### src/rtl/fifo_sync_ext.sv
// rtl/fifo_sync_ext.sv - single-clock FIFO with arbitrary depth, FWFT/standard read,
// programmable watermarks, exact count, flush and sticky error flags.
module fifo_sync_ext #(
  parameter int DW    = 8,
  parameter int DEPTH = 16,
  parameter bit FWFT  = 1'b1,
  localparam int CW   = $clog2(DEPTH + 1)
) (
  input  logic          clk,
  input  logic          rst,
  input  logic          clr,
  input  logic [DW-1:0] din,
  input  logic          wr_en,
  input  logic          rd_en,
  input  logic [CW-1:0] pf_thresh,
  input  logic [CW-1:0] pe_thresh,
  output logic [DW-1:0] dout,
  output logic          dout_valid,
  output logic          empty,
  output logic          full,
  output logic          prog_full,
  output logic          prog_empty,
  output logic [CW-1:0] count,
  output logic          overflow,
  output logic          underflow
);

  localparam int PW = (DEPTH > 1) ? $clog2(DEPTH) : 1;
  localparam logic [PW-1:0] LAST_PTR = PW'(DEPTH - 1);

  logic [DW-1:0] mem [DEPTH];
  logic [PW-1:0] wr_ptr;
  logic [PW-1:0] rd_ptr;
  logic [CW-1:0] count_q;
  logic [CW-1:0] count_nxt;
  logic [CW-1:0] flag_count;
  logic          empty_q;
  logic          full_q;
  logic          prog_full_q;
  logic          prog_empty_q;
  logic          overflow_q;
  logic          underflow_q;
  logic          we_ok;
  logic          re_ok;
  logic          flush;

  assign flush = rst | clr;
  assign we_ok = wr_en & ~full_q;
  assign re_ok = rd_en & ~empty_q;

  always_comb begin
    count_nxt = count_q;
    case ({we_ok, re_ok})
      2'b10:   count_nxt = count_q + CW'(1);
      2'b01:   count_nxt = count_q - CW'(1);
      default: count_nxt = count_q;
    endcase
  end

  // Flags are registered from the post-edge count so they line up with count itself.
  assign flag_count = flush ? '0 : count_nxt;

  always_ff @(posedge clk) begin
    if (flush) begin
      wr_ptr  <= '0;
      rd_ptr  <= '0;
      count_q <= '0;
    end else begin
      count_q <= count_nxt;
      if (we_ok) wr_ptr <= (wr_ptr == LAST_PTR) ? '0 : wr_ptr + PW'(1);
      if (re_ok) rd_ptr <= (rd_ptr == LAST_PTR) ? '0 : rd_ptr + PW'(1);
    end
  end

  always_ff @(posedge clk) begin
    empty_q      <= (flag_count == '0);
    full_q       <= (flag_count == CW'(DEPTH));
    prog_full_q  <= (flag_count >= pf_thresh);
    prog_empty_q <= (flag_count <= pe_thresh);
  end

  // Error flags only see requests that survive rst/clr priority.
  always_ff @(posedge clk) begin
    if (flush) begin
      overflow_q  <= 1'b0;
      underflow_q <= 1'b0;
    end else begin
      overflow_q  <= overflow_q | (wr_en & full_q);
      underflow_q <= underflow_q | (rd_en & empty_q);
    end
  end

  always_ff @(posedge clk) begin
    if (we_ok && !flush) mem[wr_ptr] <= din;
  end

  generate
    if (FWFT) begin : g_fwft
      assign dout       = empty_q ? '0 : mem[rd_ptr];
      assign dout_valid = ~empty_q;
    end else begin : g_std
      logic [DW-1:0] dout_q;
      logic          dv_q;

      // Flush leaves the last delivered word on dout; only a full reset zeroes it.
      always_ff @(posedge clk) begin
        if (rst) begin
          dout_q <= '0;
          dv_q   <= 1'b0;
        end else if (clr) begin
          dv_q <= 1'b0;
        end else begin
          dv_q <= re_ok;
          if (re_ok) dout_q <= mem[rd_ptr];
        end
      end

      assign dout       = dout_q;
      assign dout_valid = dv_q;
    end
  endgenerate

  assign empty      = empty_q;
  assign full       = full_q;
  assign prog_full  = prog_full_q;
  assign prog_empty = prog_empty_q;
  assign count      = count_q;
  assign overflow   = overflow_q;
  assign underflow  = underflow_q;

endmodule

### config.mk
export PLATFORM = sky130hd
export DESIGN_NAME = fifo_sync_ext
export DESIGN_NICKNAME = d
export VERILOG_FILES = /design/src/rtl/fifo_sync_ext.sv
export SDC_FILE = /design/constraint.sdc
export NUM_CORES = 1
export LEC_CHECK = 0
export ABC_AREA = 1
export BUFFER_PORTS_ARGS = -buffer_cell sky130_fd_sc_hd__buf_2
export CAP_MARGIN = 20
export CORE_ASPECT_RATIO = 1.75
export CORE_MARGIN = 1.5
export CORE_UTILIZATION = 65
export DETAILED_ROUTE_END_ITERATION = 12
export PLACE_DENSITY = 0.85
export SLEW_MARGIN = 40
export SYNTH_ARGS = -nofsm -noshare
export SYNTH_HDL_FRONTEND = slang
export SYNTH_SLANG_ARGS = --single-unit
### constraint.sdc
create_clock -name clk -period 6.8 [get_ports clk]
set_input_delay 0.34 -clock clk [delete_from_list [all_inputs] [get_ports clk]]
set_output_delay 0.34 -clock clk [all_outputs]
set_load 0.03 [all_outputs]
==> summary.txt <==
Global routing
  • Vias in the first global route: roughly 4500
  • Total GRT Usage: between 30% and 40%
  • GRT met1 Usage: 33.7%
  • Grt peak-use layer: met2
  • Pin count of the biggest net entering global routing: 65
  • Initial antenna violation count: 0
  • GRT met2 Usage: 53.6%
  • First-pass GRT wire length: 23000 um
  • Global Route met3 Usage: 6.49%
  • Remaining Overflow, GRT: 0

Yosys
  • Syn avg cell area: 11.3 um2
  • Number of synthesized register bits: ~150
  • Post-Syn Instances: between 500 and 600
  • Mapped Nets: about 600
  • Cell taking the most area after synthesis: edfxtp_1
  • Top cells by area, synth: edfxtp_1 60%, nor2_1 7.2%, dfxtp_1 7.2%, o21ai_0 5.5%, o211ai_1 3.6%
  • Mapped cell area: 6430 um2
  • Seq/Total Area, Yosys: between 60% and 70%
  • Synth cell types: 33
  • Top-area cell type share of the netlist area: between 50% and 60%
  • Yosys Warn Count: 0

Worst setup path
  • CP arrival: between 2 and 3 ns
  • Critical Path Fanout Max: 38
  • Worst R2R End: prog_empty$_DFF_P_
  • Reg2Reg Depth: 19
  • Worst setup SP type: register
  • CP Class: reg2out
  • R2r startpoint: empty$_DFF_P_
  • Worst setup EP type: output pin
  • CP required: between 6 and 7 ns
  • R2R setup slack: approximately 3.7 ns

Clock network
  • Clk sinks: around 150
  • Post-CTS sizing: 0
  • Post-CTS Setup Bufs: 0
  • Clock-pin slew on the worst setup and hold paths: about 0.06 ns
  • CTS tree: built
  • # H-tree levels: 4
  • CTS Buffer Depth: 2
  • CTS root buf: clkbuf_16
  • Hold-fix buffers, CTS: 0
  • Worst-skew pair later-pin latency: 0.42 ns
  • Cts bufs inserted: 17

Worst hold path
  • Hold wc startpoint: wr_en
  • Worst Hold Class: in2reg
  • Hold Crit Endpoint: overflow$_SDFF_PP0_
  • Worst hold path cell count: 5

Final layout
  • Share of layout cells above drive strength 1: ~15%
  • Commonest non-fill, non-tap cell in the layout: edfxtp_1
  • Final Util: approximately 77%
  • Ant diodes: 0
  • Area grow syn2layout: 13.4%
  • Commonest non-fill, non-tap cells in the layout: 128 x edfxtp_1, 114 x nor2_1, 71 x o21ai_0
  • Filler cells: just over 600
  • Nets@finish: between 600 and 700

Route
  • Vias per std cell: around 6.1
  • Routed WL: ~15000 um
  • First-pass DRT Iterations: 8
  • Drt drc: 0
  • Via count: ~4500
  • WL/cell: approximately 20 um
  • Antenna Nets Post-Route: 0
  • Detailed Route Iter0 Violations: around 600

Flow run
  • Max-cap violation count: 0

Floorplan
  • Num rows: 47
  • I/O pin count: 43
  • Die Width: 78.2 um
  • Die area: 10500 um2
  • Core footprint: ~9500 um2
  • Die Ht: roughly 130 um
  • Initial Util: between 60% and 70%

Power
  • P_leak: 2.73 nW
  • P per Cell Area: between 200 and 300 nW/um2
  • VDD IR max: about 220 uV

Timing
  • Final setup vio count: 0
  • Period utilization: a little under half
  • Setup_tns: 0 ns
  • Final Critical Period: 3.14 ns
  • Slew headroom: between 40% and 50%
  • RSZ-0062 raised after global routing: no
  • Clock skew: roughly 0.0065 ns
  • Hold violation count in the final report: 0
  • Slew Limit Fails: 0
  • Fmax achieved: 318 MHz
  • Worst Tran Pin Value: between 0.8 and 0.9 ns

Outcome
  • Status: finished clean

Placement
  • RePlAce Congestion: 0.828
  • I/O Buffers: 42
  • DP HPWL: approximately 9400 um
-- routing by layer --
layer | wire length (um) | vias up
li1 | - | 2082
met5 | 0 | -
met1 | 5200 | 2152
met2 | 8150 | 245
met3 | 956 | 48
met4 | 549 | 0
-- synth_stat cells (all sizes together) --
| library cell | n |
|---|---|
| xor2 | 5 |
| clkbuf | 7 |
| nor4 | 2 |
| o22ai | 1 |
| ha | 17 |
| nor3 | 2 |
| o221ai | 1 |
| edfxtp | 128 |
| nor2 | 125 |
| nand2 | 42 |
| o211ai | 31 |
| xnor2 | 2 |
| nand4 | 1 |
| buf | 19 |
| inv | 42 |
| dfxtp | 23 |
| o21ai | 80 |
| nor3b | 1 |
| or2 | 1 |
| a21oi | 17 |
| a21o | 1 |
| nand3 | 21 |
| o21bai | 1 |
| clkinv | 1 |
-- critical path: stages, from the launching register on --
cell      delay, ns
dfxtp_2        0.82
buf_4          0.44
nor2_1         0.09
nor2_1         0.08
o21ai_0        0.11
o211ai_1       0.14
nand3_1        0.10
a21oi_1        0.33
buf_2          0.27
-- sequential cells by signal, indices dropped and copies added (netlist names), named ones only --
register and cells:
prog_full 1, underflow 1, rd_ptr 4, wr_ptr 4
full 1, prog_empty 1, mem 128, overflow 1
empty 1, count 5
-- cell type report --
class,count,area (um2),share of cell area (%)
inverter,43,164,2.25
multi-input combinational,351,1830,25.2
clock inverter,11,81.3,1.12
sequential,151,4310,59.1
tap,122,153,2.09
timing repair buffer,47,248,3.40
clock buffer,21,504,6.92
-- through the flow --
stage | worst slack [ns] | hold WS (ns) | std cells | cell area [um2] | power [mW]
6_report | 3.66 | 0.225 | 746 | 7290 | 2.15
5_1_grt | 3.44 | 0.265 | 746 | 7290 | 2.20
4_1_cts | 3.67 | 0.224 | 746 | 7270 | 2.15
3_5_place_dp | 3.75 | 0.466 | 714 | 6680 | 1.27
3_3_place_gp | 3.92 | 0.457 | 714 | 6680 | 1.26
2_1_floorplan | 3.86 | 0.439 | 571 | 6430 | 1.20
-- report_power, final --
group          internal, mW  switching (mW)
Sequential             1.01          0.0198
Clock                 0.535           0.365
Combinational        0.0612           0.157
Total                  1.61           0.542
-- cell families after synthesis --
| group | synth area share [%] |
|---|---|
| buffers and inverters | 4.89 |
| DFF | 67.0 |
| AOI/OAI and AO/OA | 11.7 |
| and+or+nand+nor | 12.2 |
| xor gates and xnor gates | 0.954 |
| adders and majority gates | 3.31 |
-- how the worst max path moves through the flow --
stage / start / end / slack [ns] / cells after the start
finish: register / dout[3] / 3.66 / 8
global route: empty$_DFF_P_ / prog_empty$_DFF_P_ / 3.44 / 19
CTS: register / dout[3] / 3.67 / 8
detailed placement: empty$_DFF_P_ / prog_empty$_DFF_P_ / 3.75 / 19
global placement: empty$_DFF_P_ / prog_empty$_DFF_P_ / 3.92 / 19
floorplan: empty$_DFF_P_ / prog_empty$_DFF_P_ / 3.86 / 20
Power figures use the tool's default switching activity.
